$ cat src/rtl/iommu_pkg.sv
// Shared IOMMU definitions: reg-to-AXI-Lite bridge FSM states and AXI response codes.
package iommu_pkg;

    typedef enum logic [2:0] {
        ST_IDLE,
        ST_WRITE,
        ST_WRESP,
        ST_READ,
        ST_RRESP,
        ST_DONE
    } reg2axil_state_e;

    localparam logic [1:0] RESP_OKAY   = 2'b00;
    localparam logic [1:0] RESP_EXOKAY = 2'b01;
    localparam logic [1:0] RESP_SLVERR = 2'b10;
    localparam logic [1:0] RESP_DECERR = 2'b11;

    function automatic logic resp_is_error(input logic [1:0] resp);
        return !((resp == RESP_OKAY) || (resp == RESP_EXOKAY));
    endfunction

endpackage

$ cat src/rtl/iommu_reg_to_axi_lite.sv
// Single-outstanding bridge from a valid/ready register request port to an AXI-Lite master.
// All AXI valids/readies are decoded from registered state only.
module iommu_reg_to_axi_lite
    import iommu_pkg::*;
#(
    parameter int unsigned ADDR_WIDTH = 64,
    parameter int unsigned DATA_WIDTH = 64,
    parameter logic [2:0]  AXI_PROT   = 3'b000,
    localparam int unsigned STRB_WIDTH = DATA_WIDTH / 8
) (
    input  logic                  clk_i,
    input  logic                  rst_i,

    input  logic                  reg_valid_i,
    output logic                  reg_ready_o,
    input  logic [ADDR_WIDTH-1:0] reg_addr_i,
    input  logic                  reg_write_i,
    input  logic [DATA_WIDTH-1:0] reg_wdata_i,
    input  logic [STRB_WIDTH-1:0] reg_wstrb_i,
    output logic [DATA_WIDTH-1:0] reg_rdata_o,
    output logic                  reg_error_o,

    output logic                  m_awvalid,
    input  logic                  m_awready,
    output logic [ADDR_WIDTH-1:0] m_awaddr,
    output logic [2:0]            m_awprot,

    output logic                  m_wvalid,
    input  logic                  m_wready,
    output logic [DATA_WIDTH-1:0] m_wdata,
    output logic [STRB_WIDTH-1:0] m_wstrb,

    input  logic                  m_bvalid,
    output logic                  m_bready,
    input  logic [1:0]            m_bresp,

    output logic                  m_arvalid,
    input  logic                  m_arready,
    output logic [ADDR_WIDTH-1:0] m_araddr,
    output logic [2:0]            m_arprot,

    input  logic                  m_rvalid,
    output logic                  m_rready,
    input  logic [DATA_WIDTH-1:0] m_rdata,
    input  logic [1:0]            m_rresp
);

    reg2axil_state_e       state_q, state_d;
    logic                  aw_done_q, aw_done_d;
    logic                  w_done_q, w_done_d;
    logic [ADDR_WIDTH-1:0] addr_q, addr_d;
    logic [DATA_WIDTH-1:0] wdata_q, wdata_d;
    logic [STRB_WIDTH-1:0] wstrb_q, wstrb_d;
    logic [DATA_WIDTH-1:0] rdata_q, rdata_d;
    logic                  error_q, error_d;

    always_ff @(posedge clk_i) begin
        if (rst_i) begin
            state_q   <= ST_IDLE;
            aw_done_q <= 1'b0;
            w_done_q  <= 1'b0;
            addr_q    <= '0;
            wdata_q   <= '0;
            wstrb_q   <= '0;
            rdata_q   <= '0;
            error_q   <= 1'b0;
        end else begin
            state_q   <= state_d;
            aw_done_q <= aw_done_d;
            w_done_q  <= w_done_d;
            addr_q    <= addr_d;
            wdata_q   <= wdata_d;
            wstrb_q   <= wstrb_d;
            rdata_q   <= rdata_d;
            error_q   <= error_d;
        end
    end

    always_comb begin
        state_d   = state_q;
        aw_done_d = aw_done_q;
        w_done_d  = w_done_q;
        addr_d    = addr_q;
        wdata_d   = wdata_q;
        wstrb_d   = wstrb_q;
        rdata_d   = rdata_q;
        error_d   = error_q;

        case (state_q)
            ST_IDLE: begin
                if (reg_valid_i) begin
                    addr_d    = reg_addr_i;
                    wdata_d   = reg_wdata_i;
                    wstrb_d   = reg_wstrb_i;
                    aw_done_d = 1'b0;
                    w_done_d  = 1'b0;
                    state_d   = reg_write_i ? ST_WRITE : ST_READ;
                end
            end
            ST_WRITE: begin
                // AW and W complete independently, possibly in the same cycle
                if (m_awvalid && m_awready) aw_done_d = 1'b1;
                if (m_wvalid && m_wready)   w_done_d  = 1'b1;
                if (aw_done_d && w_done_d)  state_d   = ST_WRESP;
            end
            ST_WRESP: begin
                if (m_bvalid) begin
                    error_d = resp_is_error(m_bresp);
                    rdata_d = '0;
                    state_d = ST_DONE;
                end
            end
            ST_READ: begin
                if (m_arready) state_d = ST_RRESP;
            end
            ST_RRESP: begin
                if (m_rvalid) begin
                    error_d = resp_is_error(m_rresp);
                    rdata_d = m_rdata;
                    state_d = ST_DONE;
                end
            end
            ST_DONE: begin
                state_d = ST_IDLE;
            end
            default: begin
                state_d = ST_IDLE;
            end
        endcase
    end

    assign m_awvalid   = (state_q == ST_WRITE) && !aw_done_q;
    assign m_wvalid    = (state_q == ST_WRITE) && !w_done_q;
    assign m_bready    = (state_q == ST_WRESP);
    assign m_arvalid   = (state_q == ST_READ);
    assign m_rready    = (state_q == ST_RRESP);
    assign reg_ready_o = (state_q == ST_DONE);

    assign m_awaddr    = addr_q;
    assign m_araddr    = addr_q;
    assign m_awprot    = AXI_PROT;
    assign m_arprot    = AXI_PROT;
    assign m_wdata     = wdata_q;
    assign m_wstrb     = wstrb_q;
    assign reg_rdata_o = rdata_q;
    assign reg_error_o = error_q;

endmodule
$ cat config.mk
export PLATFORM = sky130hd
export DESIGN_NAME = iommu_reg_to_axi_lite
export DESIGN_NICKNAME = d
export VERILOG_FILES = /design/src/rtl/iommu_pkg.sv /design/src/rtl/iommu_reg_to_axi_lite.sv
export SDC_FILE = /design/constraint.sdc
export NUM_CORES = 1
export LEC_CHECK = 0
export CAP_MARGIN = 40
export CORE_AREA = 2 2 189 191
export DETAILED_ROUTE_END_ITERATION = 6
export DIE_AREA = 0 0 191 193
export GPL_ROUTABILITY_DRIVEN = 0
export PLACE_DENSITY = 0.49
export SYNTH_ARGS = -nofsm -noshare
export SYNTH_HDL_FRONTEND = slang
export SYNTH_SLANG_ARGS = --single-unit
$ cat constraint.sdc
create_clock -name clk_i -period 3.85 [get_ports clk_i]
set_input_delay 0.385 -clock clk_i [delete_from_list [all_inputs] [get_ports clk_i]]
set_output_delay 0.385 -clock clk_i [all_outputs]
set_load 0.01 [all_outputs]
## After elaboration in Yosys (flattened, before gate mapping)

Index checks and enable logic that the tools add are counted.

- Eq/ne operators: 12
- Muxes and demuxes: 20
- Reductions and logical operators: 20

Operator list:

| cell | count |
|---|---|
| 64-bit 2-to-1 mux | 2 |
| 64-bit one-hot mux with 2 select lines | 1 |
| 3-bit 2-to-1 mux | 5 |
| 3-bit one-hot mux with 5 select lines | 1 |
| 2-bit inequality test, second input constant | 4 |
| 1-bit 2-to-1 mux | 7 |
| 3-bit by 2-bit == test with 1-bit output, second input constant | 2 |
| 3-bit == test, second input constant | 2 |
| 1-bit one-hot mux with 2 select lines | 3 |
| 1-bit logical AND | 5 |
| 5-bit AND reduction | 1 |
| 2-bit by 1-bit == test with 1-bit output, second input constant | 2 |
| 1-bit logical NOT | 4 |
| 2-bit logical NOT | 2 |
| 2-bit AND reduction | 2 |
| 2-bit nonzero test | 2 |
| 3-bit by 1-bit == test with 1-bit output, second input constant | 1 |
| 3-bit logical NOT | 1 |
| 3-bit AND reduction | 1 |
| 1-bit logical OR | 2 |
| 2-bit 2-to-1 mux | 1 |
| 2-bit by 1-bit inequality test with 1-bit output, second input constant | 1 |

- Input port bits: 213
- Bits in registers: 206
- Output and inout bits: 277
- Logic and storage cells: 60

## Logic depth before layout (Yosys ltp)

- Word-level depth: 8
- Depth in mapped cells: 8
- Gate-level depth less buffers: 4

## Least setup slack after synthesis

No wires, ideal clock.

- Kind: flip-flop to flip-flop
- Start: register state_q[0]
- End: register rdata_q[54], in the netlist reg_rdata_o[54]
- Cell stages (with the launch flop): 8
- Buffers on the path: 3
- Setup slack: 2.392 ns
- Setup time: 0.128 ns
- Clock period less this slack: 1.458 ns
- Data arrival time: 1.331 ns
- Required time: 3.722 ns
- Cell sequence: dfxtp_1 > buf_4 > nor3b_2 > a21oi_1 > buf_2 > buf_2 > a22oi_1 > nor2_1

- Longest elaborated chain between the ends: 3
- Elaborated cells on any way between the ends: 7
- Classes of those cells: eq/ne (4); mux (1); reduce/logical (2)

RTL lines:

| what | line | RTL |
|---|---|---|
| start, declared | iommu_reg_to_axi_lite.sv:48 | `reg2axil_state_e state_q, state_d;` |
| start signal, assigned | iommu_reg_to_axi_lite.sv:68 | `state_q <= state_d;` |
| 3-bit by 2-bit == test with 1-bit output * | n/a |  |
| net m_bready | iommu_reg_to_axi_lite.sv:34 | `output logic m_bready,` |
| 2-bit inequality test (no source line) / 2-bit nonzero test (equally long branches) | n/a |  |
| 3-bit AND reduction (no source line) | n/a |  |
| end signal, assigned | iommu_reg_to_axi_lite.sv:74 | `rdata_q <= rdata_d;` |
| end, declared | iommu_reg_to_axi_lite.sv:54 | `logic [DATA_WIDTH-1:0] rdata_q, rdata_d;` |

Mark *: on every way through the listed nets, which the timed path passes. The rest lies on a longest branch.
A chain may end at the register's enable or synchronous reset.

## Worst setup path after layout

- Start: register state_q[1]
- End: output port m_bready

- Longest elaborated chain between the ends: 1

RTL lines:

| what | line | RTL |
|---|---|---|
| 3-bit by 2-bit == test with 1-bit output | iommu_reg_to_axi_lite.sv:134 | `assign m_bready = (state_q == ST_WRESP);` |
| end, declared | iommu_reg_to_axi_lite.sv:34 |  |

No other way between the ends.

==> results.sh <==
export IMPL_status="complete, no violations"
export IMPL_clockBufferDepth=3
export IMPL_most_common_layout_cells="clkdlybuf4s50_1, nand2_1, dfxtp_1"
export IMPL_wirelength_um=28500
export IMPL_detailedPlacementHpwl_um=20000
export IMPL_r2r_cells=5
export IMPL_postCtsResizedCells=0
export IMPL_final_max_slew_violation_count=0
export IMPL_n_fill_cell=3605
export IMPL_cts_root_buf="clkbuf_16"
export IMPL_path_clk_slew_ns=0.06
export IMPL_placeableCoreArea_um2=35000
export IMPL_number_of_remaining_drc_errors=0
export IMPL_hold_path_cell_count=2
export IMPL_slew_at_the_pin_closest_to_its_max_slew_limit_ns=0.881
export IMPL_global_route_usage_total_pct=14.2
export IMPL_layout_commonest_cell="clkdlybuf4s50_1"
export IMPL_synthesis_yosys_warnings=0
export IMPL_r2r_startpoint="state_q[0]"
export IMPL_power_static_leakage_nw=4.70
export IMPL_syn_mean_instance_area_um2=8.36
export IMPL_numCtsBuffers=25
export IMPL_post_cts_hold_buffer_count=0
export IMPL_post_synth_num_cell_types=32
export IMPL_overflow=0
export IMPL_setup_viol=0
export IMPL_hold_viol_final=0
export IMPL_cp_cell_sequence="nor3b_2, clkdlybuf4s50_1"
export IMPL_fmax_ghz=0.381
export IMPL_postCtsSetupRepairBufs=0
export IMPL_floorplan_die_area_um2=36900
export IMPL_vias_per_cell=4.22
export IMPL_wire_per_inst_um=15.9
export IMPL_postRouteAntennaNets=0
export IMPL_std_cell_rows=69
export IMPL_hold_path_class="input port to flip-flop"
export IMPL_vias_in_the_first_global_route=7081
export IMPL_synth_async_reset_ratio_pct=0
export IMPL_synthFlopType="dfxtp_1"
export IMPL_crit_fanout=13
export IMPL_ys_ff_latch=206
export IMPL_whs_endpoint="reg_rdata_o[60]"
export IMPL_finalWorstPathRequiredPeriod_ns=2.63
export IMPL_criticalPathCategory="flip-flop to output port"
export IMPL_cp_data_arrival_time_ns=2.24
export IMPL_grt_pass1_wl_um=41500
export IMPL_detailedRoute_firstPassIterationCount=5
export IMPL_grt_max_degree=82
export IMPL_yosysSeqAreaShare_pct=53.3
export IMPL_synth_instances=926
export IMPL_worst_skew_pair_late_latency_ns=0.53
export IMPL_regToRegEndpoint="reg_error_o"
export IMPL_cp_required_ns=3.46
export IMPL_cap_violations=0
export IMPL_pwr_density_cell_nw_per_um2=476
export IMPL_routed_via_count=7550
export IMPL_syn_to_final_growth_pct=70.7
export IMPL_final_setup_tns_ns=0
export IMPL_startpoint_type_of_the_worst_setup_path="flip-flop"
export IMPL_cts_tree="done"
export IMPL_synthesis_area_um2=7740
export IMPL_timing_hold_worst_start="rst_i"
export IMPL_dieHeight_um=193
export IMPL_min_period_over_period_pct=68.2
export IMPL_fin_skew_ns=0.00713
export IMPL_cp_end_kind="output port"
export IMPL_hold_worst_slack_ns=0.272
export IMPL_cts_max_level=1
export IMPL_synth_edf_count=0
export IMPL_io_buffers=481
export IMPL_cts_sinks=206
export IMPL_r2r_slack_ns=1.74
export IMPL_max_vdd_ir_drop_uv=274
export IMPL_crit_slowest_cell="dfxtp_1"
export IMPL_grt_antenna_before_repair=0
export IMPL_critPathBufInv=1
export IMPL_initial_utilization_pct=22.1
export IMPL_die_width_um=191
export IMPL_drive_above_1_share_pct=4.15
export IMPL_final_nets=1521
export IMPL_max_slew_margin_pct=41.3
export IMPL_critPathMaxStageDelay_ns=0.68
export IMPL_io_pin_count=490
export IMPL_drtIter0Drc=342
export IMPL_grt_setup_unrepaired="false"
export IMPL_cp_top_family="flip-flops"
==> how the worst max path moves through the flow <==
stage / start / end / slack [ns] / depth (start not counted)
after global routing: state_q[1] / m_bready / 1.04 / 2
after detailed placement: reg_valid_i / m_araddr[17] / 1.52 / 5
final: state_q[1] / m_bready / 1.22 / 2
after global placement: reg_valid_i / m_wdata[63] / 1.52 / 5
after CTS: state_q[1] / m_bready / 1.13 / 2
after floorplan: state_q[0] / reg_rdata_o[54] / 2.39 / 7
==> metrics by stage <==
| stage | worst slack [ns] | instance area (um^2) | total power, mW | utilization (%) | std cells |
|---|---|---|---|---|---|
| after global placement | 1.52 | 12400 | 4.06 | 35.4 | 1740 |
| final | 1.22 | 13200 | 6.30 | 37.8 | 1788 |
| after CTS | 1.13 | 13200 | 6.44 | 37.8 | 1787 |
| after global routing | 1.04 | 13200 | 6.64 | 37.8 | 1787 |
| after detailed placement | 1.52 | 12400 | 4.09 | 35.5 | 1742 |
| after floorplan | 2.39 | 7760 | 3.29 | - | 931 |
==> cells in the mapped netlist (all sizes together) (2+ instances only) <==
master	count	share of area (%)
nand2	275	13
dfxtp	206	53
a21oi	139	9.0
buf	106	9.8
nor2	70	3.4
a22oi	64	6.2
clkbuf	35	1.7
a31oi	4	0.32
inv	3	0.15
nor3	2	0.13
nor3b	2	0.32
nor4b	2	0.42
==> state kept, by name (all words and copies together) (netlist names) <==
| name | count |
|---|---|
| m_araddr | 64 |
| m_wdata | 64 |
| reg_rdata_o | 64 |
| m_wstrb | 8 |
| state_q | 3 |
| aw_done_q | 1 |
| reg_error_o | 1 |
| w_done_q | 1 |
==> power by group <==
| part | total, mW | leakage [nW] | internal, mW | switching (mW) |
|---|---|---|---|---|
| Clock | 2.28 | 0.392 | 1.35 | 0.926 |
| Sequential | 2.48 | 1.68 | 2.33 | 0.150 |
| Combinational | 1.54 | 2.63 | 0.817 | 0.726 |
| Total | 6.30 | 4.70 | 4.49 | 1.80 |
==> worst register-to-register path, stage by stage, from the launching register on <==
cell and delay [ns]:
dfxtp_1 0.79, nor3b_2 0.17, a21oi_4 0.17, buf_4 0.59
or2_0 0.22, a21oi_1 0.06
==> cells by family after synthesis <==
| kind of cell | synth area share (%) |
|---|---|
| compound gates | 16.5 |
| buf+inv | 11.7 |
| flops | 53.3 |
| mux | 0.129 |
| other cells | 0.0484 |
| simple gates | 18.4 |
==> layout make-up <==
type | count | area (um^2) | area share, %
antenna | 1 | 2.50 | 0.0189
sequential | 206 | 4120 | 31.2
tap | 461 | 577 | 4.36
multi-input combinational | 581 | 2750 | 20.8
inverter | 3 | 11.3 | 0.0852
clock inverter | 4 | 27.5 | 0.208
timing repair buffer | 491 | 4960 | 37.5
clock buffer | 41 | 766 | 5.79
==> metal layers <==
metal | track usage [%] | vias to the layer above | share of wire [%]
li1 | - | 3738 | -
met1 | 16.6 | 3466 | 40
met2 | 24.6 | 316 | 48
met3 | 5.54 | 30 | 10
met4 | 3.55 | 0 | 1.5
met5 | 0 | - | 0
(Power assumes the default switching activity.)
